File: src/rtl/axis_arb_pkg.sv
// Shared types and helpers for the packet-atomic AXI-Stream round-robin arbiter.
package axis_arb_pkg;

  typedef enum logic {IDLE, GRANT} state_t;

  localparam int MAX_SRC = 16;

  function automatic int src_width(input int n);
    return (n <= 2) ? 1 : $clog2(n);
  endfunction

  // First set bit of mask after 'last', wrapping modulo n; returns last if mask is empty.
  function automatic logic [3:0] rr_next(input logic [MAX_SRC-1:0] mask, input int last,
                                         input int n);
    logic [3:0] pick;
    logic       found;
    int         idx;
    pick  = last[3:0];
    found = 1'b0;
    for (int k = 1; k <= MAX_SRC; k++) begin
      idx = (last + k) % n;
      if (k <= n && !found && mask[idx[3:0]]) begin
        pick  = idx[3:0];
        found = 1'b1;
      end
    end
    return pick;
  endfunction

endpackage

File: src/rtl/axis_rr_picker.sv
// Combinational rotate-priority encoder: first requester after last_grant.
module axis_rr_picker
  import axis_arb_pkg::*;
#(
  parameter int NUM_SRC = 4,
  parameter int SRC_W   = 2
) (
  input  logic [NUM_SRC-1:0] req,
  input  logic [SRC_W-1:0]   last_grant,
  output logic [SRC_W-1:0]   pick,
  output logic               any_req
);

  logic [MAX_SRC-1:0] req_ext;

  always_comb begin
    req_ext              = '0;
    req_ext[NUM_SRC-1:0] = req;
    pick                 = SRC_W'(rr_next(req_ext, int'(last_grant), NUM_SRC));
    any_req              = |req;
  end

endmodule

File: src/rtl/axis_rr_arbiter.sv
// Packet-atomic round-robin arbiter sharing one AXI-Stream sink between NUM_SRC sources.
// state | meaning
// IDLE  | no grant held; pick next requester (one cycle)
// GRANT | granted source owns the output until tlast or forced termination
module axis_rr_arbiter
  import axis_arb_pkg::*;
#(
  parameter  int NUM_SRC   = 4,
  parameter  int BITWIDTH  = 32,
  parameter  int MAX_BEATS = 64,
  localparam int SRC_W     = src_width(NUM_SRC)
) (
  input  logic                        clock,
  input  logic                        reset,
  input  logic [NUM_SRC-1:0]          s_axis_tvalid,
  output logic [NUM_SRC-1:0]          s_axis_tready,
  input  logic [NUM_SRC*BITWIDTH-1:0] s_axis_tdata,
  input  logic [NUM_SRC-1:0]          s_axis_tlast,
  output logic                        m_axis_tvalid,
  input  logic                        m_axis_tready,
  output logic [BITWIDTH-1:0]         m_axis_tdata,
  output logic                        m_axis_tlast,
  output logic [SRC_W-1:0]            m_axis_tid,
  output logic                        busy,
  output logic [31:0]                 pkt_count,
  output logic                        err_overlength
);

  localparam int CNT_W = $clog2(MAX_BEATS + 1);

  state_t              state;
  logic [SRC_W-1:0]    grant;
  logic [SRC_W-1:0]    last_grant;
  logic [SRC_W-1:0]    pick;
  logic                any_req;
  logic [CNT_W-1:0]    beat_cnt;
  logic                src_hs;
  logic                m_hs;
  logic                src_last;
  logic                overlen;
  logic [BITWIDTH-1:0] src_data;

  axis_rr_picker #(
    .NUM_SRC(NUM_SRC),
    .SRC_W  (SRC_W)
  ) u_picker (
    .req       (s_axis_tvalid),
    .last_grant(last_grant),
    .pick      (pick),
    .any_req   (any_req)
  );

  // Ready depends on the output register draining so a held beat is never overwritten.
  always_comb begin
    s_axis_tready = '0;
    if (state == GRANT) s_axis_tready[grant] = !m_axis_tvalid || m_axis_tready;
  end

  assign src_data = s_axis_tdata[grant*BITWIDTH +: BITWIDTH];
  assign src_last = s_axis_tlast[grant];
  assign src_hs   = (state == GRANT) && s_axis_tvalid[grant] && s_axis_tready[grant];
  assign m_hs     = m_axis_tvalid && m_axis_tready;
  assign overlen  = (beat_cnt == CNT_W'(MAX_BEATS - 1)) && !src_last;
  assign busy     = (state == GRANT) || m_axis_tvalid;

  always_ff @(posedge clock or posedge reset) begin
    if (reset) begin
      state          <= IDLE;
      grant          <= '0;
      last_grant     <= SRC_W'(NUM_SRC - 1);
      beat_cnt       <= '0;
      m_axis_tvalid  <= 1'b0;
      m_axis_tdata   <= '0;
      m_axis_tlast   <= 1'b0;
      m_axis_tid     <= '0;
      pkt_count      <= '0;
      err_overlength <= 1'b0;
    end else begin
      if (m_hs && m_axis_tlast) pkt_count <= pkt_count + 32'd1;

      if (src_hs) begin
        m_axis_tvalid <= 1'b1;
        m_axis_tdata  <= src_data;
        m_axis_tlast  <= src_last || overlen;
        m_axis_tid    <= grant;
        beat_cnt      <= beat_cnt + CNT_W'(1);
      end else if (m_hs) begin
        m_axis_tvalid <= 1'b0;
      end

      case (state)
        IDLE: begin
          if (any_req) begin
            grant      <= pick;
            last_grant <= pick;
            beat_cnt   <= '0;
            state      <= GRANT;
          end
        end
        GRANT: begin
          // Runaway packet: the remaining beats come back as a new packet after re-arbitration.
          if (src_hs && (src_last || overlen)) begin
            state <= IDLE;
            if (overlen) err_overlength <= 1'b1;
          end
        end
        default: state <= IDLE;
      endcase
    end
  end

endmodule

File: config.mk
export PLATFORM = sky130hd
export DESIGN_NAME = axis_rr_arbiter
export DESIGN_NICKNAME = d
export VERILOG_FILES = /design/src/rtl/axis_arb_pkg.sv /design/src/rtl/axis_rr_picker.sv /design/src/rtl/axis_rr_arbiter.sv
export SDC_FILE = /design/constraint.sdc
export NUM_CORES = 1
export LEC_CHECK = 0
export CAP_MARGIN = 20
export CORE_ASPECT_RATIO = 0.9
export CORE_MARGIN = 3
export CORE_UTILIZATION = 37
export DETAILED_ROUTE_END_ITERATION = 8
export PLACE_DENSITY = 0.8
export SLEW_MARGIN = 20
export SYNTH_ARGS = -nofsm -noshare
export SYNTH_HDL_FRONTEND = slang
export SYNTH_SLANG_ARGS = --single-unit
File: constraint.sdc
create_clock -name clock -period 2.1 [get_ports clock]
set_input_delay 0.21 -clock clock [delete_from_list [all_inputs] [get_ports clock]]
set_output_delay 0.21 -clock clock [all_outputs]
set_load 0.02 [all_outputs]
# Word level (Yosys, flattened, before mapping)
# Cells that the tools add are included.
# classes
n_addsub	6
order_cmp	6
eq_ne	1
n_bitwise	6
reduce_logical	26
muxes	32
shifts	1
# op_table
op	n
indexed part select 128 x 8 -> 32 bit	1
adder 32 x 1 -> 32 bit, second input constant	1
two-way mux 7 bit	3
less-than comparator 4 x 5 -> 1 bit, second input constant	4
two-way mux 1 bit	15
binary-select mux 1 bit (select 3 bit)	4
logical AND 1 bit	10
two-way mux 2 bit	4
OR reduction 2 bit	4
adder 7 x 1 -> 7 bit, second input constant	1
== test 7 x 6 -> 1 bit, second input constant	1
binary-select mux 1 bit (select 2 bit)	3
zero test 1 bit	5
adder 2 x 1 -> 2 bit, second input constant	2
adder 2 bit, second input constant	2
AND 1 bit, first input constant	4
AND 4 bit	1
two-way mux 4 bit	1
OR reduction 4 bit	1
logical OR 1 bit	3
less-than comparator 2 x 3 -> 1 bit, second input constant	1
AND reduction 3 bit	1
demux 1 bit (select 2 bit)	1
greater-or-equal comparator 2 x 1 -> 1 bit, second input constant	1
other kinds (4)	4
# totals
input_bits	139
word_cells	88
reg_bits	81
out_inout_bits	74

# Longest topological paths before layout
# logic_depth
ltp_word	15
mapped_depth	8
ltp_nobuf	5

# Hierarchy
# A second synthesis with hierarchy kept.
# unflattened
hier_cells	337
area_unflattened_um2	4352.9
# modules_own_cells
mod	n_inst	seq_area_each_um2	cells_per_inst	area_each_um2
axis_rr_arbiter	1	2029.4	323	4280.4
axis_rr_picker	1	0.0	14	72.6

# Worst setup path before layout
# OpenSTA, ideal clock, no wires.
# synth_path
kind	reg2out
start	register grant[1]
end	output s_axis_tready[2]
n_path_buf	2
path_stages_with_launch	5
required_time_ns	1.890
arrival_ns	1.647
slack_ns	0.243
cell_sequence	dfrtp_1 clkbuf_1 buf_1 inv_1 nor3_1
# synth_via
elab_chain_len	6
elab_cells_between_ends	7
cone_classes	order compare: 2; mux: 3; bitwise: 1; reduce/logical: 1
# synth_rtl
element	line_no	rtl
start: declaration	axis_rr_arbiter.sv:32	logic [SRC_W-1:0] grant;
start signal: assignment	axis_rr_arbiter.sv:94	grant <= pick;
less-than comparator 2 x 3 -> 1 bit (not written as such) or greater-or-equal comparator 2 x 1 -> 1 bit (tied branches)	axis_rr_arbiter.sv:56	if (state == GRANT) s_axis_tready[grant] = !m_axis_tvalid || m_axis_tready;
logical AND 1 bit (not written as such)	axis_rr_arbiter.sv:56	
two-way mux 1 bit (not written as such)	axis_rr_arbiter.sv:56	
demux 1 bit (select 2 bit) (*)	axis_rr_arbiter.sv:56	
AND 4 bit (no line) (*)	-	
two-way mux 4 bit (*)	axis_rr_arbiter.sv:56	
end: declaration	axis_rr_arbiter.sv:16	output logic [NUM_SRC-1:0] s_axis_tready,
# Mark *: on every way between the ends. The rest lies on a longest branch, timed or not.

# Worst setup path in the final report
# layout_path
start	register grant[1]
end	register state
# layout_via
elab_chain_len	12
elab_cells_between_ends	21
cone_classes	order compare: 2; mux: 11; bitwise: 1; reduce/logical: 7
# layout_rtl
element	line_no	rtl
less-than comparator 2 x 3 -> 1 bit (not written as such) or greater-or-equal comparator 2 x 1 -> 1 bit (tied branches)	axis_rr_arbiter.sv:56	
logical AND 1 bit (not written as such)	axis_rr_arbiter.sv:56	
two-way mux 1 bit (not written as such)	axis_rr_arbiter.sv:56	
demux 1 bit (select 2 bit)	axis_rr_arbiter.sv:56	
AND 4 bit (no line)	-	
two-way mux 4 bit	axis_rr_arbiter.sv:56	
binary-select mux 1 bit (select 2 bit)	axis_rr_arbiter.sv:61	assign src_hs = (state == GRANT) && s_axis_tvalid[grant] && s_axis_tready[grant];
two-way mux 1 bit (not written as such)	axis_rr_arbiter.sv:61	
logical AND 1 bit	axis_rr_arbiter.sv:61	
logical AND 1 bit (*)	axis_rr_arbiter.sv:102	if (src_hs && (src_last || overlen)) begin
two-way mux 1 bit (*)	axis_rr_arbiter.sv:102	
one-hot mux 1 bit (2 select lines) (*)	axis_rr_arbiter.sv:91	case (state)
end signal: assignment	axis_rr_arbiter.sv:97	state <= GRANT;
end signal: assignment	axis_rr_arbiter.sv:103	state <= IDLE;
end signal: assignment	axis_rr_arbiter.sv:107	default: state <= IDLE;
end: declaration	axis_rr_arbiter.sv:31	state_t state;
# Mark *: on every way between the ends. The rest lies on a longest branch, timed or not. The select of a mux whose other input is x is not followed.
# A chain may end at the register's enable or synchronous reset.

==> run summary <==
CP top delay family: simple AND/OR/NAND/NOR gates
startpoint types: register
Skew-Pair Late Insertion Delay: 0.33 ns
Total GRT Usage: 19.07%
status: complete, no violations
initial antenna violation count: 0
Post-synth EDFFs: 0
Layout Skew: 0.01028 ns
RePlAce Congestion: 0.7808
worst reg-to-reg setup slack: 0.16 ns
largest net degree at the start of global routing: 82
Largest stage delay, worst path: 0.60 ns
top achievable clock speed: 0.5151 GHz
first-pass iteration count of the detailed router: 4
commonest cells after routing, fill and taps aside: 208 x clkdlybuf4s50_1, 77 x dfrtp_1, 34 x mux4_2
Chip Width: 120.4 um
total wire length: 12440 um
Sink Count: 81
path depth of the worst reg2reg path: 4
reg-to-reg critical path endpoint: state
Clock Pin Slew Worst Setup and Hold Paths: 0.07 ns
fin crit period: 1.941 ns
Setup CP Type: reg2reg
NumNets Final: 694
Reg-to-Reg Start: grant[1]
Residual DRC: 0
n_diodes: 0
Layout Utilization: 63.37%
mean post-synth cell area: 13.06 um2
vias: 3616
LEAKAGE: 0.002885 uW
dominant synthesized flop cell: dfrtp_1
critical path arrival: 2.16 ns
DP Wirelength: 9821 um
remaining antenna violation count after routing: 0
Core Footprint: 11170 um2
RSZ-0062 raised after global routing: false
Port Buffers: 212
Max Cap Violations: 0
share of cells above drive strength 1: 19.35%
CP max-delay cell: and3_4
final-report setup violation count: 0
cells along the critical path: mux4_2, and3_4, o21ai_0, a21o_1
Final Hold Viols: 0
Clock Tree Root: clkbuf_16
CTS Buf Count: 9
ys async rst share: 100.0%
sequential cell area fraction in the yosys report: 46.54%
Final Slew Violations: 0
type of element capturing the critical path: register
commonest non-fill, non-tap cell in the layout: clkdlybuf4s50_1
Hold Crit Class: in2async
worst slew pin tran: 0.6094 ns
syn_nets: 475
Tcrit/Tclk final: 92.44%
Gate Count Post-Synth: 334
Multi-input gate area: 2203 um2
slew margin rel.: 59.37%
yosys warns: 0
H-Tree Depth: 3
Post-CTS Setup Inserts: 0
setup ws final: 0.1588 ns
crit path max fanout: 38
# hold bufs at CTS: 0
drt via density: 5.093
routed len/inst: 17.52 um
clk buf depth: 2
crit path buf inv count: 0
Area growth syn-to-layout: 62.35%
Filler cells: 889
Yosys cell types: 41
# rows: 36
Synth Cell Area: 4360 um2
Initial Utilization: 39.03%
die footprint: 13130 um2
count of boundary I/O pins: 213
first-pass GRT wire length: 19690 um
register bit count reported by yosys: 81
vias in the first global route: 3782
Initial DRC Count: 193
PwrDens: 1203 nW/um2
worst vdd ir: 1.257 mV
WHS: 0.3247 ns
crit path from: grant[1]
Final TNS setup: 0 ns
pre-CTS setup slack: -0.08760 ns
register area: 2032 um2
CTS tree: yes
Die Y-Extent: 109.0 um
WP data required: 2.32 ns
grt total ovfl: 0
## timing repair
action / in CTS / in global routing
endpoints found under the setup margin: 3 / 3
gates resized for setup: 3 / 3
gates cloned: 0 / 0
endpoints found under the hold margin: 0 / 0
pin swaps: 0 / 0
## layout make-up
type | instances | area share, %
inverters | 4 | 0.2651
well taps | 152 | 2.686
flip-flops and latches | 81 | 28.70
clock buffers | 9 | 3.181
clock inverters | 7 | 1.873
multi-input cells | 229 | 31.12
repair buffers | 228 | 32.17
## Yosys cell counts (2+ instances only)
master,instances,area [um2]
a21o_1,2,15.01
a21oi_1,4,20.02
and3_1,6,37.54
and4_1,4,35.03
buf_2,6,30.03
buf_6,5,56.30
clkbuf_1,8,30.03
dfrtp_1,79,1977
dfstp_2,2,52.55
ha_1,2,25.02
inv_1,4,15.01
mux2_2,19,214.0
mux2_4,13,195.2
mux4_2,34,765.7
nand2_1,30,112.6
nand2b_1,5,31.28
nand3_1,16,80.08
nand3b_1,2,15.01
nand4_1,11,68.82
nor2_1,11,41.29
nor3_1,6,30.03
nor3b_1,3,22.52
o211ai_1,2,15.01
o21ai_0,8,40.04
o221ai_1,2,17.52
or2_2,2,12.51
xnor2_1,32,280.3
xor2_1,3,26.28
## worst max path at each step
stage                        to  slack [ns]  depth (start not counted)
3_5_place_dp              state       -0.09                          5
3_3_place_gp              state       -0.03                          5
2_1_floorplan  s_axis_tready[2]        0.24                          4
6_report                  state        0.16                          4
5_1_grt             beat_cnt[3]        0.06                          5
4_1_cts        s_axis_tready[2]       0.008                          4
## logic make-up after synthesis
family          Yosys count  synth area share (%)
compound gates           23                 3.329
xor+xnor                 35                 7.030
fa+ha+maj                 2                0.5738
buf+inv                  24                 3.099
flops                    81                 46.54
mux                      67                 27.17
simple gates            102                 12.25
## registers in the layout, summed over array words and instances, names as in the netlist
| name | count |
|---|---|
| m_axis_tvalid | 1 |
| beat_cnt | 7 |
| state | 1 |
| m_axis_tlast | 1 |
| m_axis_tid | 2 |
| m_axis_tdata | 32 |
| pkt_count | 32 |
| last_grant | 2 |
| grant | 2 |
| err_overlength | 1 |
## worst reg2reg max path: stages (launching register included)
cell	delay, ns
dfrtp_2	0.42
mux4_2	0.36
and3_4	0.60
o21ai_0	0.24
a21o_1	0.22
## through the flow
| step | instance area (um2) | instances | power [uW] |
|---|---|---|---|
| global route | 7079 | 710 | 8976 |
| finish | 7079 | 710 | 8518 |
| global placement | 6704 | 694 | 6609 |
| detailed placement | 6704 | 694 | 6754 |
| CTS | 7072 | 710 | 8639 |
| floorplan | 4364 | 334 | 5098 |
## power breakdown
group	internal, uW	total [uW]	leakage (uW)	switching (uW)
clock network	1180	1850	0.000174	662
logic	2380	4220	0.00168	1840
registers	2060	2450	0.00103	391
total	5620	8520	0.00288	2900
## per-layer routing
metal | track usage [%] | up-vias | share of wire [%] | wire, um
met1 | 23.88 | 1819 | 40 | 4977
met3 | 4.824 | 8 | 5.4 | 667
met2 | 34.18 | 115 | 54 | 6723
met4 | 3.074 | 0 | 0.58 | 72
met5 | 0 | - | 0 | 0
li1 | - | 1674 | - | -
Power figures use the tool's default switching activity.
